<file path="config.mk">
export PLATFORM = sky130hd
export DESIGN_NAME = avalon_sram_dma_engine
export DESIGN_NICKNAME = d
export VERILOG_FILES = /design/src/rtl/avalon_sram_dma_engine.sv
export SDC_FILE = /design/constraint.sdc
export NUM_CORES = 1
export LEC_CHECK = 0
export ABC_AREA = 0
export BUFFER_PORTS_ARGS = -buffer_cell sky130_fd_sc_hd__buf_4
export CORE_MARGIN = 10
export CORE_UTILIZATION = 40
export DETAILED_ROUTE_END_ITERATION = 8
export PLACE_DENSITY = 0.67
export REMOVE_ABC_BUFFERS = 1
export SYNTH_ARGS = -nofsm -noshare
export SYNTH_HDL_FRONTEND = slang
export SYNTH_SLANG_ARGS = --single-unit
export TNS_END_PERCENT = 20
</file>
<file path="constraint.sdc">
create_clock -name clk -period 5.4 [get_ports clk]
set_input_delay 1.08 -clock clk [delete_from_list [all_inputs] [get_ports clk]]
set_output_delay 1.08 -clock clk [all_outputs]
set_load 0.005 [all_outputs]
</file>
<file path="src/rtl/avalon_sram_dma_engine.sv">
// avalon_sram_dma_engine
// Moves a programmable number of words between a local sample buffer (an
// external single-port SRAM with one cycle of read latency) and system memory.
// An Avalon-MM slave fills/reads the buffer and programs the engine, and an
// Avalon-MM master performs the transfers.
//   write-out (mode 0): buffer -> memory, read-in (mode 1): memory -> buffer.
// Ports:
//   clk, rst                    clock, synchronous active-high reset
//   slave_*                     Avalon-MM slave, fixed read latency 1.
//                               Address MSB=0: buffer word, MSB=1: register
//                               (0 CTRL, 1 BASE, 2 COUNT, 3 STATUS)
//   master_*                    Avalon-MM master with waitrequest and
//                               readdatavalid, one read outstanding
//   buf_*                       SRAM port; buf_q returns one cycle after buf_rden
//   irq                         done AND irq_en
module avalon_sram_dma_engine #(
    parameter int MASTER_ADDR_W = 32,
    parameter int DATA_W        = 32,
    parameter int SAMPLE_W      = 16,
    parameter int DEPTH         = 512,
    parameter int BUF_ADDR_W    = $clog2(DEPTH),
    parameter int SLAVE_ADDR_W  = BUF_ADDR_W + 1
) (
    input  logic                     clk,
    input  logic                     rst,
    input  logic                     slave_chipselect,
    input  logic                     slave_read,
    input  logic                     slave_write,
    input  logic [SLAVE_ADDR_W-1:0]  slave_address,
    input  logic [DATA_W-1:0]        slave_writedata,
    output logic [DATA_W-1:0]        slave_readdata,
    output logic                     slave_readdatavalid,
    output logic [MASTER_ADDR_W-1:0] master_address,
    output logic                     master_write,
    output logic                     master_read,
    output logic [DATA_W-1:0]        master_writedata,
    input  logic [DATA_W-1:0]        master_readdata,
    input  logic                     master_readdatavalid,
    input  logic                     master_waitrequest,
    output logic                     buf_wren,
    output logic                     buf_rden,
    output logic [BUF_ADDR_W-1:0]    buf_address,
    output logic [SAMPLE_W-1:0]      buf_data,
    input  logic [SAMPLE_W-1:0]      buf_q,
    output logic                     irq
);

    // idx/count carry one extra bit so that a full-depth count is representable
    localparam int IDX_W = BUF_ADDR_W + 1;
    localparam logic [IDX_W-1:0]         ZERO_I  = {IDX_W{1'b0}};
    localparam logic [IDX_W-1:0]         ONE_I   = IDX_W'(1);
    localparam logic [IDX_W-1:0]         DEPTH_I = IDX_W'(DEPTH);
    localparam logic [DATA_W-1:0]        DEPTH_D = DATA_W'(DEPTH);
    localparam logic [MASTER_ADDR_W-1:0] BYTES_A = MASTER_ADDR_W'(DATA_W / 8);

    typedef enum logic [2:0] {
        S_IDLE    = 3'd0,
        S_FETCH   = 3'd1,
        S_LOAD    = 3'd2,
        S_WR_REQ  = 3'd3,
        S_RD_REQ  = 3'd4,
        S_RD_WAIT = 3'd5,
        S_STORE   = 3'd6
    } state_t;

    state_t                     state_q;
    logic [IDX_W-1:0]           idx_q, cnt_q;
    logic [MASTER_ADDR_W-1:0]   xbase_q, m_addr_q;
    logic [SAMPLE_W-1:0]        rdata_q;
    logic [DATA_W-1:0]          m_wdata_q;
    logic                       m_write_q, m_read_q;
    logic                       mode_q, irq_en_q, done_q, err_q;
    logic [MASTER_ADDR_W-1:0]   base_q;
    logic [DATA_W-1:0]          count_q, s_rdata_q, reg_rdata_s;
    logic                       s_rvalid_q, s_rbuf_q;

    logic                       busy_s, rd_s, wr_s, reg_sel_s, start_s, last_s;
    logic                       finish_s, violation_s;
    logic [1:0]                 reg_idx_s;
    logic [IDX_W-1:0]           cnt_clamp_s, idx_inc_s;

    assign busy_s      = (state_q != S_IDLE);
    assign rd_s        = slave_chipselect & slave_read;
    assign wr_s        = slave_chipselect & slave_write;
    assign reg_sel_s   = slave_address[SLAVE_ADDR_W-1];
    assign reg_idx_s   = slave_address[1:0];
    assign start_s     = wr_s & reg_sel_s & (reg_idx_s == 2'd0) & slave_writedata[0] & ~busy_s;
    assign cnt_clamp_s = (count_q > DEPTH_D) ? DEPTH_I : IDX_W'(count_q);
    assign idx_inc_s   = idx_q + ONE_I;
    assign last_s      = (idx_inc_s >= cnt_q);
    // A word retires when the master write is accepted or the read-in word is stored
    assign finish_s    = last_s & (((state_q == S_WR_REQ) & ~master_waitrequest) |
                                   (state_q == S_STORE));
    // While busy the SRAM and programming registers belong to the engine
    assign violation_s = busy_s & ((~reg_sel_s & (rd_s | wr_s)) |
                                   (reg_sel_s & wr_s & (reg_idx_s != 2'd3)));

    // Register readback mux; buffer reads are returned from buf_q instead
    always_comb begin
        reg_rdata_s = {DATA_W{1'b0}};
        if (rd_s && reg_sel_s) begin
            case (reg_idx_s)
                2'd0:    reg_rdata_s = DATA_W'({irq_en_q, mode_q, 1'b0});
                2'd1:    reg_rdata_s = DATA_W'(base_q);
                2'd2:    reg_rdata_s = count_q;
                2'd3:    reg_rdata_s = DATA_W'({err_q, done_q, busy_s});
                default: reg_rdata_s = {DATA_W{1'b0}};
            endcase
        end else begin
            reg_rdata_s = {DATA_W{1'b0}};
        end
    end

    // SRAM port: engine owns it while busy, the slave only while idle
    always_comb begin
        buf_wren    = 1'b0;
        buf_rden    = 1'b0;
        buf_address = {BUF_ADDR_W{1'b0}};
        buf_data    = {SAMPLE_W{1'b0}};
        case (state_q)
            S_FETCH: begin
                buf_rden    = 1'b1;
                buf_address = idx_q[BUF_ADDR_W-1:0];
            end
            S_STORE: begin
                buf_wren    = 1'b1;
                buf_address = idx_q[BUF_ADDR_W-1:0];
                buf_data    = rdata_q;
            end
            S_IDLE: begin
                if (!reg_sel_s && (rd_s || wr_s)) begin
                    buf_rden    = rd_s;
                    buf_wren    = wr_s & ~rd_s;
                    buf_address = slave_address[BUF_ADDR_W-1:0];
                    buf_data    = slave_writedata[SAMPLE_W-1:0];
                end else begin
                    buf_rden = 1'b0;
                end
            end
            default: buf_rden = 1'b0;
        endcase
    end

    // Transfer FSM with registered master-side outputs
    always_ff @(posedge clk) begin
        if (rst) begin
            state_q   <= S_IDLE;
            idx_q     <= ZERO_I;
            cnt_q     <= ZERO_I;
            xbase_q   <= {MASTER_ADDR_W{1'b0}};
            m_addr_q  <= {MASTER_ADDR_W{1'b0}};
            m_wdata_q <= {DATA_W{1'b0}};
            rdata_q   <= {SAMPLE_W{1'b0}};
            m_write_q <= 1'b0;
            m_read_q  <= 1'b0;
        end else begin
            case (state_q)
                S_IDLE: begin
                    if (start_s && (cnt_clamp_s != ZERO_I)) begin
                        idx_q   <= ZERO_I;
                        cnt_q   <= cnt_clamp_s;
                        xbase_q <= base_q;
                        if (slave_writedata[1]) begin
                            m_addr_q <= base_q;
                            m_read_q <= 1'b1;
                            state_q  <= S_RD_REQ;
                        end else begin
                            state_q  <= S_FETCH;
                        end
                    end
                end
                S_FETCH: state_q <= S_LOAD;
                S_LOAD: begin
                    m_wdata_q <= DATA_W'(buf_q);
                    m_addr_q  <= xbase_q + (MASTER_ADDR_W'(idx_q) * BYTES_A);
                    m_write_q <= 1'b1;
                    state_q   <= S_WR_REQ;
                end
                S_WR_REQ: begin
                    if (!master_waitrequest) begin
                        m_write_q <= 1'b0;
                        if (last_s) begin
                            state_q <= S_IDLE;
                        end else begin
                            idx_q   <= idx_inc_s;
                            state_q <= S_FETCH;
                        end
                    end
                end
                S_RD_REQ: begin
                    if (!master_waitrequest) begin
                        m_read_q <= 1'b0;
                        state_q  <= S_RD_WAIT;
                    end
                end
                S_RD_WAIT: begin
                    if (master_readdatavalid) begin
                        rdata_q <= master_readdata[SAMPLE_W-1:0];
                        state_q <= S_STORE;
                    end
                end
                S_STORE: begin
                    if (last_s) begin
                        state_q <= S_IDLE;
                    end else begin
                        idx_q    <= idx_inc_s;
                        m_addr_q <= xbase_q + (MASTER_ADDR_W'(idx_inc_s) * BYTES_A);
                        m_read_q <= 1'b1;
                        state_q  <= S_RD_REQ;
                    end
                end
                default: begin
                    state_q   <= S_IDLE;
                    m_write_q <= 1'b0;
                    m_read_q  <= 1'b0;
                end
            endcase
        end
    end

    // Slave register file, status flags and latency-1 read response
    always_ff @(posedge clk) begin
        if (rst) begin
            mode_q     <= 1'b0;
            irq_en_q   <= 1'b0;
            base_q     <= {MASTER_ADDR_W{1'b0}};
            count_q    <= {DATA_W{1'b0}};
            done_q     <= 1'b0;
            err_q      <= 1'b0;
            s_rdata_q  <= {DATA_W{1'b0}};
            s_rvalid_q <= 1'b0;
            s_rbuf_q   <= 1'b0;
        end else begin
            s_rvalid_q <= rd_s;
            s_rbuf_q   <= rd_s & ~reg_sel_s & ~busy_s;
            s_rdata_q  <= reg_rdata_s;
            if (wr_s && reg_sel_s && !busy_s) begin
                case (reg_idx_s)
                    2'd0: begin
                        mode_q   <= slave_writedata[1];
                        irq_en_q <= slave_writedata[2];
                    end
                    2'd1:    base_q  <= MASTER_ADDR_W'(slave_writedata);
                    2'd2:    count_q <= slave_writedata;
                    default: count_q <= count_q;
                endcase
            end
            if (violation_s) begin
                err_q <= 1'b1;
            end else if (wr_s && reg_sel_s && (reg_idx_s == 2'd3) && slave_writedata[2]) begin
                err_q <= 1'b0;
            end
            // Completion wins over a simultaneous W1C of done
            if (finish_s || (start_s && (cnt_clamp_s == ZERO_I))) begin
                done_q <= 1'b1;
            end else if (start_s) begin
                done_q <= 1'b0;
            end else if (wr_s && reg_sel_s && (reg_idx_s == 2'd3) && slave_writedata[1]) begin
                done_q <= 1'b0;
            end
        end
    end

    assign slave_readdata      = s_rbuf_q ? DATA_W'(buf_q) : s_rdata_q;
    assign slave_readdatavalid = s_rvalid_q;
    assign master_address      = m_addr_q;
    assign master_write        = m_write_q;
    assign master_read         = m_read_q;
    assign master_writedata    = m_wdata_q;
    assign irq                 = done_q & irq_en_q;

endmodule

</file>
==> summary.txt, run 1 <==
PLACED DESIGN
--------------------------------------------------------------------------------
Port bufs                                                                    191
Placed cells                                                                1779
Worst setup slack before clock tree synthesis                           1.220 ns
Detailed Place HPWL                                                     23.99 mm
Global placer's final weighted congestion                                 0.8872

ROUTING
--------------------------------------------------------------------------------
First-pass iteration count of the detailed router                              5
Total routed wirelength                                                 33.58 mm
Routed length per placed instance                                       18.43 um
Antenna-violating nets left                                                    0
DRC viols                                                                      0
Initial drt markers                                                          698
Via count of the routed design                                              9796
Vias per cell                                                              5.377

POWER
--------------------------------------------------------------------------------
Max rail drop VDD                                                      0.1930 mV
Ratio of total power to cell area                                   351.0 nW/um^2
Static Leak                                                             4.909 nW

FLOORPLANNING
--------------------------------------------------------------------------------
Floorplan row count                                                           59
Vert. Die Dim                                                           182.3 um
Die area                                                              33230 um^2
Num ports                                                                    224
Initial Util                                                              40.54%
Core box area                                                         25980 um^2
Die X                                                                   182.3 um

LOGIC SYNTHESIS
--------------------------------------------------------------------------------
Biggest area consumer among synthesized cells                            dfxtp_1
Top cell type's share of synthesized area                                 42.38%
Combinational family with the most area after synthesis             simple AND/OR/NAND/NOR gates
Most common cell in the synthesized netlist                              nand2_1
Compound-cell area share of the yosys netlist                             20.14%
Area contributors post-synth                                        dfxtp_1, nand2_1, a21oi_1
Main flop type after synthesis                                           dfxtp_1
Post-synthesis register bit count                                            223
Gate Count Post-Synth                                                       1335
Post-synth EDFFs                                                               0
Average footprint of a synthesized cell                               7.891 um^2
Share of synthesized area spent on multiplexers                           2.423%
Post-Synth Simple-Gate Area                                               23.23%
Post-synthesis share of cell area spent on xor and xnor gates             3.409%
Number of different library cells in the post-synthesis netlist               71
Post-synthesis instance area                                          10540 um^2
Post-synthesis async set-or-reset flop share                                  0%
Adder-Cell Fraction of Synth Area                                         2.684%
Most frequent cells after synthesis                                 nand2_1, dfxtp_1, a21oi_1
Proportion of synthesized chip area in sequential cells                   42.38%
Warning count from the yosys run                                               0

GLOBAL ROUTE
--------------------------------------------------------------------------------
Antenna violations before repair                                               0
Global-route wire length before repair                                  51.61 mm
Total Routing Usage GR                                                    18.89%
Overflow left after global routing                                             0
Maximum number of pins on one net before global-route repair                  78
Number of global-route vias before repair                                   9131

SETUP PATH
--------------------------------------------------------------------------------
Required time reported for the critical path endpoint                    5.88 ns
Termination of the worst setup path                                 master_address[21]$_SDFFE_PP0P_
Most numerous cell on the critical path                                  xnor2_1
Data arrival, critical path                                              4.65 ns
Type of element capturing the critical path                             register
Max incr delay on CP                                                     0.65 ns
Worst Setup Start Kind                                                  register
Worst reg2reg startpoint                                            state_q[2]$_SDFFE_PP0P_
Kind of critical path                                               register to register
Worst setup slack for register-to-register paths                         1.24 ns
Critical path origin                                                state_q[2]$_SDFFE_PP0P_
CP max stage cell                                                      a2111oi_0
Endpoint of the most critical register-to-register path             master_address[21]$_SDFFE_PP0P_
Length in cells of the worst reg-to-reg path                                  12
Critical path cell sequence                                         inv_1 > nor2_1 > nand2_1 > xnor2_1 > ha_1 > and3_1 > a211o_1 > o2111ai_1 > a21oi_1 > xnor2_1 > a2111oi_0 > a31o_2
CP max FO                                                                     16

JOB
--------------------------------------------------------------------------------
Max-cap violations                                                             0

CTS
--------------------------------------------------------------------------------
Buffer cell driving the clock tree root                                clkbuf_16
Skew-Pair Late Insertion Delay                                           0.54 ns
Hold buffers post-CTS                                                          0
Number of buffers added for setup after CTS                                    0
Clock sink total                                                             223
Number of H-tree levels                                                        1
Buffers from clock root to sink, at most                                       3
Post-cts resize count                                                          0
Clk slew on worst S/H paths                                              0.06 ns
Number of buffers created by CTS                                              25
Clock tree from TritonCTS                                                    yes

WORST HOLD PATH
--------------------------------------------------------------------------------
Type of the most critical hold path                                 register to register

STA
--------------------------------------------------------------------------------
Share of the cycle needed by the critical path after routing              77.05%
Number of endpoints failing setup at the final stage                           0
Worst clock skew on the final layout                                  0.02320 ns
Final slew viol count                                                          0
Tmin final                                                              4.161 ns
Setup repair after global routing missed its margin                        false
Min setup slack post-route                                              1.239 ns
Worst slew slack as a fraction of its limit                               20.58%
Highest attainable clock frequency                                     240.3 MHz
Fin. Hold Viols                                                                0
Min Hold Slack                                                         0.4518 ns
Slew @ Worst Pin                                                        1.190 ns

RUN STATUS
--------------------------------------------------------------------------------
Run status                                                          finished clean

CELLS AND AREA
--------------------------------------------------------------------------------
ANT cells                                                                      0
Area Overhead vs Synth                                                    22.57%
Number of nets in the final layout                                          1590
Fraction of final layout cells with drive strength greater than 1         20.58%
Number of cells in the finished layout apart from fillers                   1822

worst min path at each step:
stage / end / cells after the start / slack [ns] / from
floorplan: cnt_q[1]$_SDFFE_PP0P_ / 2 / 0.43 / cnt_q[1]$_SDFFE_PP0P_
detailed placement: cnt_q[8]$_SDFFE_PP0P_ / 2 / 0.45 / cnt_q[8]$_SDFFE_PP0P_
finish: cnt_q[8]$_SDFFE_PP0P_ / 2 / 0.45 / cnt_q[8]$_SDFFE_PP0P_
global placement: cnt_q[6]$_SDFFE_PP0P_ / 2 / 0.44 / cnt_q[6]$_SDFFE_PP0P_
global route: master_writedata[6]$_SDFFE_PP0P_ / 2 / 0.47 / master_writedata[6]$_SDFFE_PP0P_
CTS: cnt_q[8]$_SDFFE_PP0P_ / 2 / 0.45 / cnt_q[8]$_SDFFE_PP0P_
worst max-delay path, delay by kind of cell (launching register included):
family          cells  cell delay (ns)
compound gates      5             1.74
simple gates        3             0.74
flops               1             0.63
xor+xnor            2             0.39
fa+ha+maj           1             0.34
buf+inv             1             0.26
power by group:
part / total (W) / internal (W) / switching, W
clock: 0.00172 / 0.00103 / 0.000696
combinational: 0.000972 / 0.000380 / 0.000592
sequential: 0.00184 / 0.00174 / 0.0000950
flip-flops by register name, summed over array words and instances (netlist names), 10 cells and up:
name	cells
s_rdata_q	32
xbase_q	32
rdata_q	16
master_writedata	16
count_q	32
base_q	32
cnt_q	10
idx_q	10
master_address	32
per-stage QoR:
stage / power (W) / TNS (ns) / instance area (um^2) / utilization, %
after floorplan: 0.002346 / -0.9393 / 10060 / -
after global placement: 0.002837 / 0 / 12080 / 46.49
after detailed placement: 0.002846 / 0 / 12080 / 46.49
after CTS: 0.004556 / 0 / 12910 / 49.69
after global routing: 0.004730 / 0 / 12910 / 49.69
final: 0.004532 / 0 / 12910 / 49.69
cell families (layout without fill, tap and decap cells):
logic type / Yosys count / count (layout)
AND/OR/NAND/NOR: 565 / 565
buffers and inverters: 134 / 271
multiplexers: 21 / 21
adder cells (fa/ha/maj): 22 / 22
other: 1 / 16
flip-flops: 223 / 223
XOR/XNOR: 41 / 41
AO/OA/AOI/OAI: 328 / 328
layout make-up:
cell class	count	area, um^2
repair buffers	210	1580
flip-flops and latches	223	4464
clock buffers	33	715.7
multi-input cells	993	5548
fillers	2477	13070
well taps	335	419.2
inverters	18	67.56
clock inverters	10	117.6
placed cells by master (no fill, tap or decap), types with 6 or more instances in the layout:
master / n
a21oi_1: 178
clkbuf_16: 25
a311oi_2: 6
a2111oi_0: 6
a31o_2: 6
nand2_1: 335
a22o_1: 25
dfxtp_1: 223
a22oi_1: 30
clkbuf_8: 6
mux2_2: 16
nor4_1: 11
nor3_1: 11
o221ai_1: 7
xor2_1: 11
conb_1: 16
nand4_1: 14
inv_1: 17
xnor2_1: 30
clkinv_2: 6
nor2b_1: 19
ha_1: 21
nand3_1: 31
or3_1: 6
o21ai_0: 20
and3_1: 13
buf_4: 209
nor2_1: 94
per-layer routing:
| layer | global-route usage, % | wire length, um |
|---|---|---|
| met5 | 0 | 0 |
| met4 | 4.686 | 617 |
| met3 | 4.352 | 2778 |
| met2 | 29.97 | 15420 |
| met1 | 25.31 | 14760 |
Note: power is estimated with default switching activity, not from simulation.
==> run 2, diff against run 1 <==
==> constraint.sdc (replaced) <==
create_clock -name clk -period 4 [get_ports clk]
set_input_delay 0.8 -clock clk [delete_from_list [all_inputs] [get_ports clk]]
set_output_delay 0.8 -clock clk [all_outputs]
set_load 0.005 [all_outputs]
==> summary.txt, run 2 (same netlist as run 1, synthesis figures left out) <==
RUN STATUS
--------------------------------------------------------------------------------
Run status                                                          finished clean

SETUP PATH
--------------------------------------------------------------------------------
Worst reg2reg startpoint                                            state_q[0]$_SDFFE_PP0P_
Required time reported for the critical path endpoint                    4.46 ns   -1.42 ns
Endpoint of the most critical register-to-register path             master_address[16]$_SDFFE_PP0P_
Data arrival, critical path                                              4.20 ns   -0.45 ns
Worst Setup Start Kind                                                  register
Worst setup slack for register-to-register paths                         0.26 ns   -0.98 ns
Type of element capturing the critical path                             register
Kind of critical path                                               register to register
Length in cells of the worst reg-to-reg path                                  13   +1
CP max FO                                                                      6   -10
Termination of the worst setup path                                 master_address[16]$_SDFFE_PP0P_
Critical path origin                                                state_q[0]$_SDFFE_PP0P_

STA
--------------------------------------------------------------------------------
Worst slew slack as a fraction of its limit                               24.23%   +3.7 points
Setup repair after global routing missed its margin                        false
Share of the cycle needed by the critical path after routing              93.59%   +17 points
Fin. Hold Viols                                                                0   unchanged
Min Hold Slack                                                         0.4505 ns   -0.001294 ns
Highest attainable clock frequency                                     267.1 MHz   +11%
Min setup slack post-route                                             0.2564 ns   -0.9829 ns
Slew @ Worst Pin                                                        1.134 ns   -0.05623 ns
Number of endpoints failing setup at the final stage                           0   unchanged
Worst clock skew on the final layout                                  0.01202 ns   -0.01118 ns
Final slew viol count                                                          0   unchanged
Tmin final                                                              3.744 ns   -0.4171 ns

GLOBAL ROUTE
--------------------------------------------------------------------------------
Total Routing Usage GR                                                    19.43%   +0.55 points
Overflow left after global routing                                             0   unchanged
Antenna violations before repair                                               0   unchanged
Global-route wire length before repair                                  53.21 mm   +3.1%
Maximum number of pins on one net before global-route repair                  77   -1.3%
Number of global-route vias before repair                                   9502   +4.1%

ROUTING
--------------------------------------------------------------------------------
Initial drt markers                                                          710   +1.7%
Antenna-violating nets left                                                    0   unchanged
Total routed wirelength                                                 34.41 mm   +2.5%
Routed length per placed instance                                       18.82 um   +2.1%
Vias per cell                                                              5.446   +1.3%
Via count of the routed design                                              9955   +1.6%
First-pass iteration count of the detailed router                              5   unchanged
DRC viols                                                                      0   unchanged

CELLS AND AREA
--------------------------------------------------------------------------------
Area Overhead vs Synth                                                    23.55%
Fraction of final layout cells with drive strength greater than 1         20.90%   +0.32 points
Number of cells in the finished layout apart from fillers                   1828   +0.33%
Fill cell count                                                             2577   +4.0%
ANT cells                                                                      0   unchanged
Commonest cells after routing, fill and taps aside                  nand2_1, dfxtp_1, buf_4, a21oi_1, nor2_1
Number of nets in the final layout                                          1598   +0.50%
Area of all placed cells without fillers                              13020 um^2   +0.80%
Most common library cell in the layout ignoring fill and taps            nand2_1

CTS
--------------------------------------------------------------------------------
Clk slew on worst S/H paths                                              0.06 ns   about the same
Buffer cell driving the clock tree root                                clkbuf_16
Number of buffers added for setup after CTS                                    0   unchanged
Number of H-tree levels                                                        1   unchanged
Post-cts resize count                                                          0   unchanged
Hold buffers post-CTS                                                          0   unchanged
Clock sink total                                                             223   unchanged
Clock tree from TritonCTS                                                    yes
Skew-Pair Late Insertion Delay                                           0.52 ns   -0.02 ns
Buffers from clock root to sink, at most                                       3   unchanged
Number of buffers created by CTS                                              25   unchanged

PLACED DESIGN
--------------------------------------------------------------------------------
Area post-placement                                                   12150 um^2   +0.60%
Global placer's final weighted congestion                                 0.8968   +1.1%
Detailed Place HPWL                                                     24.57 mm   +2.5%
Worst setup slack before clock tree synthesis                          0.1514 ns   -1.068 ns
Placed cells                                                                1787   +0.45%
Port bufs                                                                    191   unchanged

POWER
--------------------------------------------------------------------------------
Max rail drop VDD                                                      0.3194 mV   +66%
Ratio of total power to cell area                                   478.3 nW/um^2   +36%
Static Leak                                                             4.960 nW   +1.0%

FLOORPLANNING
--------------------------------------------------------------------------------
Initial Util                                                              40.54%   unchanged
Vert. Die Dim                                                           182.3 um   unchanged
Num ports                                                                    224   unchanged
Die area                                                              33230 um^2   unchanged
Floorplan row count                                                           59   unchanged
Die X                                                                   182.3 um   unchanged
Core box area                                                         25980 um^2   unchanged

JOB
--------------------------------------------------------------------------------
Max-cap violations                                                             0   unchanged

WORST HOLD PATH
--------------------------------------------------------------------------------
Type of the most critical hold path                                 register to register

[run 2: changes by cell type in the layout (fill, tap and decap cells not counted), sizes merged]
| cell | change |
|---|---|
| bufinv | +2 |
| clkinv | -2 |
| inv | -1 |
| buf | +8 |
| clkinvlp | -1 |
[run 2: layout make-up]
type / instances / area (um^2) / share of cell area (%)
clock inverters: 8 / 140.1 / 1.077
flip-flops and latches: 223 / 4464 / 34.30
multi-input cells: 993 / 5567 / 42.77
inverters: 18 / 67.56 / 0.5191
well taps: 335 / 419.2 / 3.220
repair buffers: 218 / 1653 / 12.70
clock buffers: 33 / 705.7 / 5.422
[run 2: through the flow]
stage	utilization, %	total power, W	TNS [ns]
floorplan	-	0.003167	-73.58
global placement	46.76	0.003863	0
detailed placement	46.76	0.003881	0
CTS	50.02	0.006262	0
global route	50.09	0.006489	0
finish	50.09	0.006225	0
[run 2: worst min-delay path by stage]
stage,startpoint,end,slack [ns],cells past startpoint
2_1_floorplan,cnt_q[1]$_SDFFE_PP0P_,cnt_q[1]$_SDFFE_PP0P_,0.43,2
3_3_place_gp,cnt_q[5]$_SDFFE_PP0P_,cnt_q[5]$_SDFFE_PP0P_,0.44,2
3_5_place_dp,cnt_q[5]$_SDFFE_PP0P_,cnt_q[5]$_SDFFE_PP0P_,0.45,2
4_1_cts,cnt_q[5]$_SDFFE_PP0P_,cnt_q[5]$_SDFFE_PP0P_,0.45,2
5_1_grt,rdata_q[4]$_SDFFE_PP0P_,rdata_q[4]$_SDFFE_PP0P_,0.47,2
6_report,cnt_q[5]$_SDFFE_PP0P_,cnt_q[5]$_SDFFE_PP0P_,0.45,2
[run 2: layer usage]
layer  vias up  track usage (%)  part of all wire, %
met1      4737            25.90                   44
met4         0            5.239                  2.2
met2       322            31.67                   47
met3        50            3.323                  6.9
met5         -                0                    0
li1       4846                -                    -
[run 2: power breakdown]
| part | switching, W | internal [W] | leakage, nW |
|---|---|---|---|
| Sequential | 0.0000922 | 0.00235 | 1.80 |
| Combinational | 0.000859 | 0.000537 | 2.74 |
| Clock | 0.000902 | 0.00148 | 0.420 |
[run 2: worst max-delay path: stages (launching register included)]
cell       delay, ns
dfxtp_1         0.32
inv_1           0.14
nand2_1         0.09
nor2_1          0.46
nand2_1         0.14
xnor2_1         0.22
ha_1            0.32
a21o_1          0.24
a311o_1         0.41
a2111oi_4       0.40
nor3_1          0.18
xnor2_1         0.15
a2111oi_0       0.44
a31o_2          0.16
==> run 3, diff against run 2 <==
--- a/config.mk
+++ b/config.mk
@@ -10,6 +10,7 @@
 export CORE_MARGIN = 10
 export CORE_UTILIZATION = 40
 export DETAILED_ROUTE_END_ITERATION = 8
+export GPL_ROUTABILITY_DRIVEN = 0
 export PLACE_DENSITY = 0.67
 export REMOVE_ABC_BUFFERS = 1
 export SYNTH_ARGS = -nofsm -noshare
==> constraint.sdc (replaced) <==
create_clock -name clk -period 4 [get_ports clk]
set_input_delay 0.4 -clock clk [delete_from_list [all_inputs] [get_ports clk]]
set_output_delay 0.4 -clock clk [all_outputs]
set_load 0.005 [all_outputs]
==> summary.txt, run 3 (same netlist as run 1, synthesis figures left out) <==
RUN STATUS
--------------------------------------------------------------------------------
Run status                                                          finished clean

JOB
--------------------------------------------------------------------------------
Max-cap violations                                                             0   unchanged

CTS
--------------------------------------------------------------------------------
Hold buffers post-CTS                                                          0   unchanged
Number of buffers created by CTS                                              26   +4.0%
Buffer cell driving the clock tree root                                clkbuf_16
Clock tree from TritonCTS                                                    yes
Clk slew on worst S/H paths                                              0.06 ns   about the same
Skew-Pair Late Insertion Delay                                           0.53 ns   about the same
Clock sink total                                                             223   unchanged
Post-cts resize count                                                          0   unchanged
Buffers from clock root to sink, at most                                       3   unchanged
Number of H-tree levels                                                        1   unchanged
Number of buffers added for setup after CTS                                    0   unchanged

GLOBAL ROUTE
--------------------------------------------------------------------------------
Maximum number of pins on one net before global-route repair                  74   -3.9%
Antenna violations before repair                                               0   unchanged
Overflow left after global routing                                             0   unchanged
Global-route wire length before repair                                  53.19 mm   about the same
Total Routing Usage GR                                                    19.36%   -0.072 points
Number of global-route vias before repair                                   9483   -0.20%

POWER
--------------------------------------------------------------------------------
Static Leak                                                             4.991 nW   +0.62%
Overall power                                                         0.006175 W   -0.81%
Max rail drop VDD                                                      0.2781 mV   -13%
Ratio of total power to cell area                                   471.9 nW/um^2   -1.3%

ROUTING
--------------------------------------------------------------------------------
Routed length per placed instance                                       18.50 um   -1.7%
Antenna-violating nets left                                                    0   unchanged
DRC viols                                                                      0   unchanged
Initial drt markers                                                          793   +12%
First-pass iteration count of the detailed router                              5   unchanged
Via count of the routed design                                              9856   -0.99%
Vias per cell                                                              5.365   -1.5%
Total routed wirelength                                                 33.99 mm   -1.2%

FLOORPLANNING
--------------------------------------------------------------------------------
Die area                                                              33230 um^2   unchanged
Die X                                                                   182.3 um   unchanged
Vert. Die Dim                                                           182.3 um   unchanged
Num ports                                                                    224   unchanged
Core box area                                                         25980 um^2   unchanged
Initial Util                                                              40.54%   unchanged
Floorplan row count                                                           59   unchanged

CELLS AND AREA
--------------------------------------------------------------------------------
Number of nets in the final layout                                          1606   +0.50%
Commonest cells after routing, fill and taps aside                  nand2_1, dfxtp_1, buf_4, a21oi_1, nor2_1
Most common library cell in the layout ignoring fill and taps            nand2_1
ANT cells                                                                      0   unchanged
Number of cells in the finished layout apart from fillers                   1837   +0.49%
Fraction of final layout cells with drive strength greater than 1         21.30%   +0.41 points
Fill cell count                                                             2557   -0.78%
Area Overhead vs Synth                                                    24.19%

STA
--------------------------------------------------------------------------------
Highest attainable clock frequency                                     266.9 MHz   about the same
Min setup slack post-route                                             0.2534 ns   -0.003022 ns
Share of the cycle needed by the critical path after routing              93.66%   about the same
Worst clock skew on the final layout                                 0.009031 ns   -0.002986 ns
Tmin final                                                              3.747 ns   +0.003022 ns
Worst slew slack as a fraction of its limit                               34.68%   +10 points
Setup repair after global routing missed its margin                        false
Number of endpoints failing setup at the final stage                           0   unchanged
Fin. Hold Viols                                                                0   unchanged
Final slew viol count                                                          0   unchanged
Slew @ Worst Pin                                                       0.9775 ns   -0.1564 ns

WORST HOLD PATH
--------------------------------------------------------------------------------
Type of the most critical hold path                                 input port to register

PLACED DESIGN
--------------------------------------------------------------------------------
Detailed Place HPWL                                                     24.52 mm   -0.23%
Port bufs                                                                    191   unchanged
Worst setup slack before clock tree synthesis                         0.09577 ns   -0.05560 ns
Placed cells                                                                1794   +0.39%

SETUP PATH
--------------------------------------------------------------------------------
Kind of critical path                                               register to register
Type of element capturing the critical path                             register
Worst Setup Start Kind                                                  register
Data arrival, critical path                                              4.23 ns   +0.03 ns
Required time reported for the critical path endpoint                    4.48 ns   +0.02 ns
CP max FO                                                                      8   +2

-- run 3: changes by cell type in the layout (fill, tap and decap cells not counted), sizes merged --
cell | previous run | this run
buf | 218 | 225
bufinv | 4 | 2
clkinvlp | 0 | 1
clkbuf | 33 | 36
-- run 3: path summary, 6_finish.rpt --
kind	cells after the start	slack [ns]	from	to
setup / recovery	14	0.25	idx_q[0]$_SDFFE_PP0P_	master_address[25]$_SDFFE_PP0P_
hold reg to reg	2	0.45	cnt_q[1]$_SDFFE_PP0P_	cnt_q[1]$_SDFFE_PP0P_
setup reg to reg	14	0.25	idx_q[0]$_SDFFE_PP0P_	master_address[25]$_SDFFE_PP0P_
hold / removal	2	0.09	slave_address[9]	s_rbuf_q$_SDFF_PP0_
-- run 3: report_power, final --
| part | leakage, nW | internal [W] | switching (W) |
|---|---|---|---|
| combinational | 2.78 | 0.000557 | 0.000842 |
| clock | 0.409 | 0.00141 | 0.000920 |
| sequential | 1.80 | 0.00235 | 0.0000937 |
| total | 4.99 | 0.00432 | 0.00186 |
-- run 3: per-stage QoR --
step                hold slack [ns]  setup TNS (ns)  cell area, um^2  util (%)
detailed placement           0.4468               0            12220     47.01
global placement             0.4411               0            12220     47.01
finish                      0.09334               0            13080     50.35
CTS                         0.08196               0            13060     50.25
floorplan                    0.4258          -73.58            10060         -
global route                0.09144               0            13080     50.35
-- run 3: routing by layer --
layer,global-route usage [%],up-vias,routed length (um)
met2,31.17,346,15860
met5,0,-,0
met3,3.858,47,2630
met1,25.85,4594,14830
met4,5.044,0,664
li1,-,4869,-
-- run 3: layout make-up --
class                      instances  area (um^2)  area share [%]
tap                              335        419.2           3.204
clock inverter                     7        102.6          0.7842
multi-input combinational        993         5574           42.60
inverter                          18        67.56          0.5164
clock buffer                      36        738.2           5.642
sequential                       223         4464           34.12
timing repair buffer             225         1718           13.13
-- run 3: worst max-delay path, stage by stage, from the launching register on --
cell	delay [ns]
dfxtp_1	0.50
and3_1	0.25
and3_1	0.22
and3_1	0.24
nand2_1	0.09
xnor2_1	0.14
ha_1	0.38
a21o_1	0.26
a211o_1	0.29
o2111ai_2	0.30
buf_4	0.17
a21oi_1	0.07
xnor2_1	0.13
a2111oi_0	0.49
a31o_2	0.17
